$ cat config.mk
export PLATFORM = sky130hd
export DESIGN_NAME = dmem_mmio_bridge_flat
export DESIGN_NICKNAME = d
export VERILOG_FILES = /design/src/rtl/dmem_mmio_bridge_if.sv /design/src/rtl/dmem_mmio_bridge.sv /design/src/flat_wrapper.sv
export SDC_FILE = /design/constraint.sdc
export NUM_CORES = 1
export LEC_CHECK = 0
export BUFFER_PORTS_ARGS = -buffer_cell sky130_fd_sc_hd__buf_4
export CORE_MARGIN = 1
export CORE_UTILIZATION = 33
export CTS_BUF_LIST = sky130_fd_sc_hd__clkbuf_4
export DETAILED_ROUTE_END_ITERATION = 6
export PLACE_DENSITY = 0.62
export SYNTH_ARGS = -nofsm -noshare
export SYNTH_HDL_FRONTEND = slang
export SYNTH_SLANG_ARGS = --single-unit
$ cat constraint.sdc
create_clock -name clock -period 6.05 [get_ports clock]
set_input_delay 1.21 -clock clock [delete_from_list [all_inputs] [get_ports clock]]
set_output_delay 1.21 -clock clock [all_outputs]
set_load 0.005 [all_outputs]
$ cat src/rtl/dmem_mmio_bridge_if.sv
// Processor data port, dmem port and debug drain port seen by dmem_mmio_bridge.
// slave is the bridge's view; master is the surrounding processor/dmem/consumer.
interface dmem_mmio_bridge_if;
  logic        proc_step;
  logic [11:0] address_dmem;
  logic [31:0] data;
  logic        wren;
  logic [31:0] q_dmem;
  logic [11:0] mem_address;
  logic [31:0] mem_data;
  logic        mem_wren;
  logic [31:0] mem_q;
  logic        dbg_valid;
  logic [31:0] dbg_data;
  logic        dbg_ready;

  modport slave (
    input  proc_step, address_dmem, data, wren, mem_q, dbg_ready,
    output q_dmem, mem_address, mem_data, mem_wren, dbg_valid, dbg_data
  );

  modport master (
    output proc_step, address_dmem, data, wren, mem_q, dbg_ready,
    input  q_dmem, mem_address, mem_data, mem_wren, dbg_valid, dbg_data
  );
endinterface

$ cat src/rtl/dmem_mmio_bridge.sv
// Splits processor data accesses between dmem and an MMIO page holding a debug
// FIFO, its status register and a free-running cycle counter.
module dmem_mmio_bridge #(
  parameter int unsigned FIFO_DEPTH = 4,
  parameter logic [11:0] MMIO_BASE  = 12'hF00
) (
  input  logic              clock,
  input  logic              reset,
  dmem_mmio_bridge_if.slave bus
);

  localparam int unsigned PW = (FIFO_DEPTH > 1) ? $clog2(FIFO_DEPTH) : 1;
  localparam int unsigned CW = $clog2(FIFO_DEPTH + 1);
  localparam logic [CW-1:0] DEPTH_C = CW'(FIFO_DEPTH);

  logic          is_mem;
  logic [11:0]   offset;
  logic          commit, push_req, stat_wr, clr_req, push, pop;
  logic          empty, full;
  logic [31:0]   mmio_val;

  logic [31:0]   fifo_mem_q [FIFO_DEPTH];
  logic [PW-1:0] rd_ptr_q, rd_ptr_d, wr_ptr_q, wr_ptr_d;
  logic [CW-1:0] count_q, count_d;
  logic          ovf_q, ovf_d;
  logic [31:0]   cycle_q, cycle_d;
  logic          sel_mem_q;
  logic [31:0]   mmio_rd_q;

  assign is_mem = bus.address_dmem < MMIO_BASE;
  assign offset = bus.address_dmem - MMIO_BASE;

  assign bus.mem_address = bus.address_dmem;
  assign bus.mem_data    = bus.data;
  assign bus.mem_wren    = bus.wren & is_mem;

  // proc_step marks the single cycle a store may commit, however long wren is held
  assign commit   = bus.proc_step & bus.wren & ~is_mem;
  assign push_req = commit & (offset == 12'd0);
  assign stat_wr  = commit & (offset == 12'd1);
  assign clr_req  = commit & (offset == 12'd3);

  assign empty = (count_q == '0);
  assign full  = (count_q == DEPTH_C);
  assign pop   = ~empty & bus.dbg_ready;
  assign push  = push_req & (~full | pop);

  assign bus.dbg_valid = ~empty;
  assign bus.dbg_data  = fifo_mem_q[rd_ptr_q];
  assign bus.q_dmem    = sel_mem_q ? bus.mem_q : mmio_rd_q;

  always_comb begin
    mmio_val = '0;
    case (offset)
      12'd1:   mmio_val = {29'b0, ovf_q, full, empty};
      12'd2:   mmio_val = cycle_q;
      default: mmio_val = '0;
    endcase
  end

  always_comb begin
    count_d  = count_q;
    rd_ptr_d = rd_ptr_q;
    wr_ptr_d = wr_ptr_q;
    ovf_d    = ovf_q;
    cycle_d  = clr_req ? '0 : cycle_q + 32'd1;
    if (pop)  rd_ptr_d = rd_ptr_q + PW'(1);
    if (push) wr_ptr_d = wr_ptr_q + PW'(1);
    if (push && !pop)      count_d = count_q + CW'(1);
    else if (!push && pop) count_d = count_q - CW'(1);
    if (push_req && !push) ovf_d = 1'b1;
    else if (stat_wr)      ovf_d = 1'b0;
  end

  always_ff @(posedge clock) begin
    if (reset) begin
      count_q   <= '0;
      rd_ptr_q  <= '0;
      wr_ptr_q  <= '0;
      ovf_q     <= 1'b0;
      cycle_q   <= '0;
      sel_mem_q <= 1'b0;
      mmio_rd_q <= '0;
    end else begin
      count_q   <= count_d;
      rd_ptr_q  <= rd_ptr_d;
      wr_ptr_q  <= wr_ptr_d;
      ovf_q     <= ovf_d;
      cycle_q   <= cycle_d;
      sel_mem_q <= is_mem;
      mmio_rd_q <= mmio_val;
    end
  end

  always_ff @(posedge clock) begin
    if (!reset && push) fifo_mem_q[wr_ptr_q] <= bus.data;
  end

endmodule

$ cat src/flat_wrapper.sv
// flat-port wrapper written by rule: the top's interface ports become plain ports
module dmem_mmio_bridge_flat 
#(
  parameter int unsigned FIFO_DEPTH = 4,
  parameter logic [11:0] MMIO_BASE  = 12'hF00
)
  (clock, reset, bus_proc_step, bus_address_dmem, bus_data, bus_wren, bus_mem_q, bus_dbg_ready, bus_q_dmem, bus_mem_address, bus_mem_data, bus_mem_wren, bus_dbg_valid, bus_dbg_data);
  dmem_mmio_bridge_if bus_i ();
  input  logic clock;
  input  logic reset;
  input wire logic [$bits(bus_i.proc_step)-1:0] bus_proc_step;
  input wire logic [$bits(bus_i.address_dmem)-1:0] bus_address_dmem;
  input wire logic [$bits(bus_i.data)-1:0] bus_data;
  input wire logic [$bits(bus_i.wren)-1:0] bus_wren;
  input wire logic [$bits(bus_i.mem_q)-1:0] bus_mem_q;
  input wire logic [$bits(bus_i.dbg_ready)-1:0] bus_dbg_ready;
  output wire logic [$bits(bus_i.q_dmem)-1:0] bus_q_dmem;
  output wire logic [$bits(bus_i.mem_address)-1:0] bus_mem_address;
  output wire logic [$bits(bus_i.mem_data)-1:0] bus_mem_data;
  output wire logic [$bits(bus_i.mem_wren)-1:0] bus_mem_wren;
  output wire logic [$bits(bus_i.dbg_valid)-1:0] bus_dbg_valid;
  output wire logic [$bits(bus_i.dbg_data)-1:0] bus_dbg_data;
  assign bus_i.proc_step = bus_proc_step;
  assign bus_i.address_dmem = bus_address_dmem;
  assign bus_i.data = bus_data;
  assign bus_i.wren = bus_wren;
  assign bus_i.mem_q = bus_mem_q;
  assign bus_i.dbg_ready = bus_dbg_ready;
  assign bus_q_dmem = bus_i.q_dmem;
  assign bus_mem_address = bus_i.mem_address;
  assign bus_mem_data = bus_i.mem_data;
  assign bus_mem_wren = bus_i.mem_wren;
  assign bus_dbg_valid = bus_i.dbg_valid;
  assign bus_dbg_data = bus_i.dbg_data;
  dmem_mmio_bridge #(.FIFO_DEPTH(FIFO_DEPTH), .MMIO_BASE(MMIO_BASE)) u_core (.clock(clock), .reset(reset), .bus(bus_i));
endmodule
Yosys cells after proc, flatten, opt, wreduce, memory -nomap -nowiden
Memory sizes are Yosys's and may differ from the RTL's. A register that Yosys moved wholly into a read port is not among the register bits.
Cells that the tools add are included.
- $add $sub $neg: 6
- $lt $le $gt $ge: 1
- eq/ne operators: 4
- multiplexer cells: 10
- bitwise logic cells: 12
- reductions and logical operators: 12
- operators by type and width (kind ; number):
    32-bit one-hot mux with 2 select lines ; 1
    32-bit by 1-bit adder with 32-bit output (second input constant) ; 1
    32-bit 2-to-1 mux ; 1
    12-bit by 2-bit equality test with 1-bit output (second input constant) ; 2
    12-bit by 1-bit equality test with 1-bit output (second input constant) ; 1
    12-bit zero test ; 1
    12-bit < comparator (second input constant) ; 1
    12-bit subtractor (second input constant) ; 1
    1-bit AND ; 8
    3-bit 2-to-1 mux ; 2
    2-bit by 1-bit adder with 2-bit output (second input constant) ; 2
    1-bit logical AND ; 4
    1-bit 2-to-1 mux ; 4
    2-bit 2-to-1 mux ; 2
    2-bit nonzero test ; 2
    3-bit by 1-bit adder with 3-bit output (second input constant) ; 1
    3-bit equality test (second input constant) ; 1
    1-bit zero test ; 3
    3-bit zero test ; 1
    1-bit inverter ; 3
    3-bit by 1-bit subtractor with 3-bit output (second input constant) ; 1
    2-bit OR reduction ; 1
    1-bit OR ; 1
- register bits: 73
- bits in writable memories: 128
- input bits: 81
- output and inout port bits: 110
- memories: 1
- memories (memory ; depth ; width ; read ports ; clocked after memory_dff ; write ports ; line ; RTL):
    u_core.fifo_mem_q ; 4 ; 32 ; 1 ; 1 ; 1 ; dmem_mmio_bridge.sv:22 ; logic [31:0] fifo_mem_q [FIFO_DEPTH];

Logic depth before layout (Yosys ltp)
Gate-level depths: netlist of the first run.
- depth after elaboration: 9
- mapped depth: 10
- depth with buffers taken out: 9

Worst setup path before layout of the first run
Ideal clock, no wire load.
- path kind: input port to flip-flop
- start point: input port bus_address_dmem[7]
- end point: memory u_core.fifo_mem_q[0][0], enable pin
- library setup time: 0.392 ns
- arrival: 3.312 ns
- data required time: 5.658 ns
- slack: 2.346 ns
- stages: 4
- path buffers: 0
- cell sequence: or4_4 > or4_4 > nor3_1 > and2_1
- longest elaborated chain between the ends: 8
- elaborated cells between the ends (all ways): 10
- classes of those cells: add/sub: 1; order compare: 1; mux: 2; bitwise: 4; reduce/logical: 2
- RTL lines (item ; line ; RTL):
    start, declared ; flat_wrapper.sv:12 ; input wire logic [$bits(bus_i.address_dmem)-1:0] bus_address_dmem;
    branches (longest 3 deep; another with 12-bit subtractor) ; - ;
    1-bit AND (*) ; dmem_mmio_bridge.sv:39 ; assign push_req = commit & (offset == 12'd0);
    1-bit AND (*) ; dmem_mmio_bridge.sv:46 ; assign push = push_req & (~full | pop);
    1-bit logical AND (*) ; dmem_mmio_bridge.sv:96 ; if (!reset && push) fifo_mem_q[wr_ptr_q] <= bus.data;
    1-bit 2-to-1 mux (*) ; dmem_mmio_bridge.sv:96 ;
    1-bit 2-to-1 mux (not written as such) (*) ; dmem_mmio_bridge.sv:96 ;
    end, declared ; dmem_mmio_bridge.sv:22 ;
Every way passes the cells marked *.

==> flow_summary_export.csv, run 1 <==
group,metric,value,unit
job,maxCapViolations,0,
final_layout,final_core_util,42.1,%
place,dpl.hpwl,9920,microns
clocking,clock_sinks,203,
detailed_routing,drt-total-wl,15900,microns
clocking,root_buffer,"clkbuf_4",
detailed_routing,ant_nets,0,
critical_path,crit_arrival,2.26,ns
final_layout,synthToLayoutAreaGrowth,24.7,%
clocking,clk-insertion-delay-late,0.63,ns
clocking,post-cts-setup-buffers,0,
final_layout,num-nets-final,821,
critical_path,critPathTopFamily,"buffers and inverters",
synthesis,ys_seq_area_share,64.7,%
critical_path,worstPathMaxFanout,32,
synthesis,synthesis.area,8260,sq um
sta,clock_skew,0.0341,ns
synthesis,synth_warnings,0,
sta,hold_viol,0,
floorplan,io_pins,191,
final_layout,antenna_cells,0,
detailed_routing,num_vias,4974,
critical_path,crit_chain,"buf_4 > mux4_2 > buf_4",
place,port_buffers,190,
outcome,status,"finished clean",
detailed_routing,drc_errors,0,
grt,grt_pass1_vias,4923,
detailed_routing,drtIter0Drc,181,
pwr,fin_total_pwr,3.09,mW
sta,slew_violations,0,
critical_path,cpMostUsedCell,"buf_4",
floorplan,die_y,160,microns
clocking,cts-resized-gates,0,
final_layout,final_cells,1087,
detailed_routing,met2_length,7470,microns
critical_path,cp-end-kind,"output pin",
sta,slew_headroom,41.6,%
critical_path,max_stage_delay,0.63,ns
final_layout,fillers,2327,
clocking,cts_hold_buf,0,
critical_path,cp-start-kind,"register",
synthesis,synth_cell_type_count,44,
synthesis,syn_inst,556,
floorplan,start_util,33.7,%
detailed_routing,first_pass_iters,4,
clocking,clockBufferDepth,3,
clocking,cts_tree,"built",
clocking,cts_buffers,52,
grt,gr-total-overflow,0,
detailed_routing,dr.max_layer_used,"met4",
pwr,leakage,3.79,nW
min_path,min_path_type,"register to register",
clocking,clk_pin_slew,0.07,ns
floorplan,die-area,25700,sq um
final_layout,final-seq-area,5350,sq um
place,preCtsSetupSlack,2.10,ns
pwr,p_per_area,301,nW/um^2
synthesis,syn_nets,644,
place,gp_congestion,0.734,
synthesis,ys_ff_latch,203,
detailed_routing,wl_met1,7270,microns
sta,worst_pin_slew,0.876,ns
final_layout,multi_input_area,2450,sq um
sta,holdWs,0.485,ns
place,placed_cell_area,9700,sq um
critical_path,worst-path-buf-inv,2,
floorplan,die_x,160,microns
sta,setup_tns,0,ns
final_layout,finalInstanceArea,10300,sq um
detailed_routing,wire_per_inst,14.6,microns
clocking,htree_num_levels,2,
critical_path,required,4.84,ns
critical_path,path_class,"register to output pin",
critical_path,slowest_stage,"mux4_2",
final_layout,layout-drive-gt1-share,45.1,%
detailed_routing,met3_length,953,microns
floorplan,core-area,24500,sq um
floorplan,rows,57,
sta,min_period_over_period,57.3,%
sta,timing.final.crit_period,3.47,ns
sta,fmax,289,MHz
pwr,ir_drop,0.000101,V
detailed_routing,detail_route.vias_per_cell,4.58,
sta,worst_slack,2.58,ns
grt,grt_max_degree,33,
grt,grt_use_total,12.2,%
synthesis,syn_avg_cell_area,14.8,sq um
grt,grt_antenna_before_repair,0,
grt,grt_pass1_wl,25100,microns
sta,setup-violations-final,0,
place,placed_cells,1003,
sta,rsz0062_at_grt,"no",
-- power by group --
group,internal (mW),total [mW],switching [mW],leakage [nW]
logic,0.306,0.507,0.201,1.68
registers,1.49,1.52,0.0294,1.76
clock network,0.542,1.07,0.526,0.354
total,2.34,3.09,0.757,3.79
-- metal layers --
metal,vias up,global-route usage (%)
met1,2361,15.7
met4,0,4.42
li1,2425,-
met3,25,3.14
met2,163,19.9
met5,-,0
-- synthesized netlist by cell type --
master	count	area share, %
xor2_1	11	1.2
a211oi_1	1	0.091
nand3_1	10	0.61
buf_2	5	0.30
nand2_1	11	0.50
nand4_2	1	0.15
a22oi_1	1	0.091
and3_1	3	0.23
edfxtp_1	128	47
dfxtp_1	75	18
or4_2	1	0.11
and2_1	34	2.6
a21oi_1	24	1.5
nor2b_1	3	0.23
buf_6	1	0.14
nor2_1	22	1.0
or4_1	15	1.4
or2_2	1	0.076
xnor2_1	4	0.42
or2_1	3	0.23
or4_4	2	0.27
ha_1	6	0.91
or3_2	1	0.091
nand2b_1	1	0.076
buf_1	5	0.23
mux2i_1	1	0.12
o41ai_2	1	0.20
o21ai_0	7	0.42
o31ai_1	15	1.4
and4_1	4	0.42
fa_1	1	0.24
nand4_1	8	0.61
nor3_1	1	0.061
nor4_1	1	0.076
or3_1	8	0.61
and2_2	1	0.091
mux4_2	32	8.7
inv_1	11	0.50
a32oi_1	1	0.11
clkbuf_1	16	0.73
mux2_2	32	4.4
nand3b_1	1	0.091
nor4b_1	2	0.21
buf_4	44	4.0
-- path summary, 6_finish.rpt --
check             depth (start not counted)               start                      end  slack [ns]
setup / recovery                          3            register          bus_dbg_data[5]        2.58
hold reg to reg                           2  u_core.cycle_q[31]       u_core.cycle_q[31]        0.48
setup reg to reg                          4   u_core.count_q[0]  u_core.fifo_mem_q[3][1]        3.50
hold / removal                            2  u_core.cycle_q[31]       u_core.cycle_q[31]        0.48
-- state kept, by name, indices dropped and copies added, names as in the netlist, named ones only --
register	cells
u_core.sel_mem_q	1
u_core.wr_ptr_q	2
u_core.fifo_mem_q	128
u_core.ovf_q	1
u_core.cycle_q	32
u_core.count_q	3
u_core.mmio_rd_q	32
u_core.rd_ptr_q	2
-- placed cells by master (no fill, tap or decap), types with 4 or more instances in the layout --
cell | netlist | routed
ha_1 | 6 | 6
and2_1 | 34 | 30
o21ai_0 | 7 | 7
nor2_1 | 22 | 22
xor2_1 | 11 | 11
mux2_2 | 32 | 32
a21oi_1 | 24 | 24
buf_4 | 44 | 194
clkinv_1 | 0 | 13
clkbuf_4 | 0 | 64
o31ai_1 | 15 | 15
nand2_1 | 11 | 11
xnor2_1 | 4 | 4
or4_1 | 15 | 15
and2_2 | 1 | 5
edfxtp_1 | 128 | 128
mux4_2 | 32 | 32
or3_1 | 8 | 8
nand3_1 | 10 | 10
nand4_1 | 8 | 8
dfxtp_1 | 75 | 73
and4_1 | 4 | 4
inv_1 | 11 | 11
-- cells by family (layout without fill, tap and decap cells) --
family	count (synthesis)	count (layout)	synth area share, %
and+or+nand+nor	134	134	9.67
DFF	203	203	64.7
AOI/OAI and AO/OA	50	50	3.73
muxes	65	65	13.2
adders and majority gates	7	7	1.15
buffers and inverters	82	289	5.90
xor gates and xnor gates	15	15	1.59
-- cell type report --
class                           instances  share of cell area, %
Clock buffer                           64                   4.67
Sequential cell                       203                   52.0
Multi-Input combinational cell        271                   23.8
Clock inverter                         20                   1.12
Inverter                               11                  0.401
Tap cell                              324                   3.94
Timing Repair Buffer                  194                   14.2
-- worst reg2reg max path, stage by stage (launching register included) --
cell     delay, ns
dfxtp_1       0.44
nor4b_1       0.10
or4_4         0.52
nor3_1        0.31
and2_2        0.79
Power figures use the tool's default switching activity.
==> inputs of run 2 (changes only) <==
- PLACE_DENSITY: 0.62 -> 0.64
- clock period: 6.05 -> 2.81 ns (I/O delays scaled with it)
==> run 2 against run 1 <==
Net effect:
- register-to-register slack got worse by 3.1 ns
- design area increased by 3.3%
- clock skew increased by 0.00095 ns
- highest routed layer unchanged
==> flow_summary_export.csv, run 2 (same netlist as run 1, synthesis figures left out) <==
group,metric,value,unit
outcome,status,"finished clean",
critical_path,r2r_setup_slack,0.40,ns
clocking,post-cts-setup-buffers,0,
final_layout,layout-drive-gt1-share,47.3,%
pwr,leakage,3.97,nW
clocking,clk-insertion-delay-late,0.65,ns
detailed_routing,ant_nets,0,
grt,grt_pass1_vias,5304,
grt,grt_max_degree,33,
min_path,min_to,"u_core.fifo_mem_q[0][22]",
detailed_routing,first_pass_iters,6,
sta,min_period_over_period,92.2,%
sta,holdWs,0.127,ns
critical_path,r2r_end,"u_core.count_q[2]",
critical_path,worstPathMaxFanout,32,
sta,slew_headroom,64.2,%
critical_path,crit_arrival,2.03,ns
clocking,clock_sinks,203,
clocking,clockBufferDepth,3,
final_layout,final_core_util,43.4,%
clocking,cts-resized-gates,0,
min_path,min_path_type,"input port to register",
pwr,p_per_area,644,nW/um^2
final_layout,mostFrequentLayoutCell,"buf_4",
clocking,cts_hold_buf,0,
clocking,htree_num_levels,2,
clocking,root_buffer,"clkbuf_4",
place,port_buffers,190,
detailed_routing,drt-total-wl,16700,microns
detailed_routing,dr.max_layer_used,"met4",
sta,rsz0062_at_grt,"no",
final_layout,antenna_cells,0,
critical_path,path_class,"register to output pin",
floorplan,die_x,160,microns
place,dpl.hpwl,11100,microns
clocking,cts_tree,"built",
detailed_routing,drc_errors,0,
min_path,hold_start,"bus_data[22]",
place,preCtsSetupSlack,-0.196,ns
detailed_routing,num_vias,5158,
floorplan,rows,57,
final_layout,reg_top3,"u_core.fifo_mem_q: 128 flops, u_core.cycle_q: 32 flops, u_core.mmio_rd_q: 32 flops",
critical_path,r2r-start,"u_core.count_q[0]",
sta,worst_pin_slew,0.535,ns
floorplan,start_util,33.7,%
final_layout,final_cell_mix,"210 x buf_4, 128 x edfxtp_1, 74 x clkbuf_4",
floorplan,die-area,25700,sq um
floorplan,die_y,160,microns
final_layout,largest_reg_flops,128,
final_layout,fillers,2272,
sta,clock_skew,0.0350,ns
floorplan,io_pins,191,
detailed_routing,met3_length,992,microns
sta,setup_tns,0,ns
grt,grt_pass1_wl,26700,microns
critical_path,crit_chain,"buf_12 > mux4_2 > buf_4",
sta,timing.final.crit_period,2.59,ns
place,gp_congestion,0.712,
sta,fmax,386,MHz
critical_path,cp-start-kind,"register",
grt,gr-total-overflow,0,
clocking,cts_buffers,54,
critical_path,reg2regPathDepth,9,
detailed_routing,wl_met1,7420,microns
pwr,ir_drop,0.000310,V
critical_path,cp-end-kind,"output pin",
final_layout,regMostFlops,"u_core.fifo_mem_q",
grt,grt_use_total,13.0,%
place,placed_cells,1026,
grt,grt_antenna_before_repair,0,
critical_path,slowest_stage,"mux4_2",
detailed_routing,wire_per_inst,14.8,microns
critical_path,max_stage_delay,0.60,ns
job,maxCapViolations,0,
critical_path,critPathTopFamily,"multiplexers",
floorplan,core-area,24500,sq um
sta,setup-violations-final,0,
detailed_routing,drtIter0Drc,233,
clocking,clk_pin_slew,0.07,ns
detailed_routing,met2_length,8040,microns
critical_path,required,2.25,ns
final_layout,num-nets-final,846,
detailed_routing,detail_route.vias_per_cell,4.58,
sta,hold_viol,0,
sta,worst_slack,0.219,ns
min_path,hold_depth,1,
sta,slew_violations,0,
final_layout,final_cells,1126,
critical_path,worst-path-buf-inv,2,
final_layout,synthToLayoutAreaGrowth,28.7,%
[run 2: changes by cell type in the layout (fill, tap and decap cells not counted), moves of 2 or more]
cell and delta:
clkinv_2 +2, clkbuf_4 +10, clkinv_1 +5, buf_4 +16
buf_12 +7
[run 2: worst max path at each step]
stage	end	slack [ns]	cells past startpoint
after global placement	u_core.count_q[2]	-0.19	10
final	bus_dbg_data[6]	0.22	3
after floorplan	u_core.count_q[2]	-0.08	9
after CTS	bus_dbg_data[27]	0.12	3
after global routing	bus_dbg_data[6]	0.09	3
after detailed placement	u_core.count_q[2]	-0.20	10
[run 2: final cells by class]
cell class | instances | area [sq um] | share of cell area (%)
clock buffer | 74 | 556 | 5.23
multi-input combinational | 271 | 2450 | 23.0
sequential | 203 | 5350 | 50.3
timing repair buffer | 217 | 1720 | 16.2
inverter | 11 | 41.3 | 0.389
tap | 324 | 405 | 3.81
clock inverter | 26 | 113 | 1.06
[run 2: metrics by stage]
step	power, mW	cell area, sq um
floorplan	3.97	8260
global placement	4.48	9960
detailed placement	4.49	9960
CTS	6.98	10600
global route	7.20	10600
finish	6.84	10600
[run 2: worst register-to-register path, stage by stage (launching register included)]
cell,delay (ns)
dfxtp_1,0.43
nor4b_1,0.10
or4_4,0.49
nor2_1,0.11
ha_2,0.19
inv_1,0.05
fa_1,0.37
xor2_1,0.15
or3_1,0.30
a21oi_1,0.15
[run 2: power breakdown]
group	switching [mW]	internal (mW)	total, mW	leakage (nW)
combinational	0.456	0.684	1.14	1.81
sequential	0.0569	3.21	3.26	1.76
clock	1.20	1.24	2.44	0.397
total	1.72	5.13	6.84	3.97
[run 2: metal layers]
layer | GRT usage [%] | vias to the layer above
li1 | - | 2484
met4 | 4.72 | 0
met3 | 3.43 | 27
met2 | 21.6 | 188
met1 | 16.4 | 2459
met5 | 0 | -
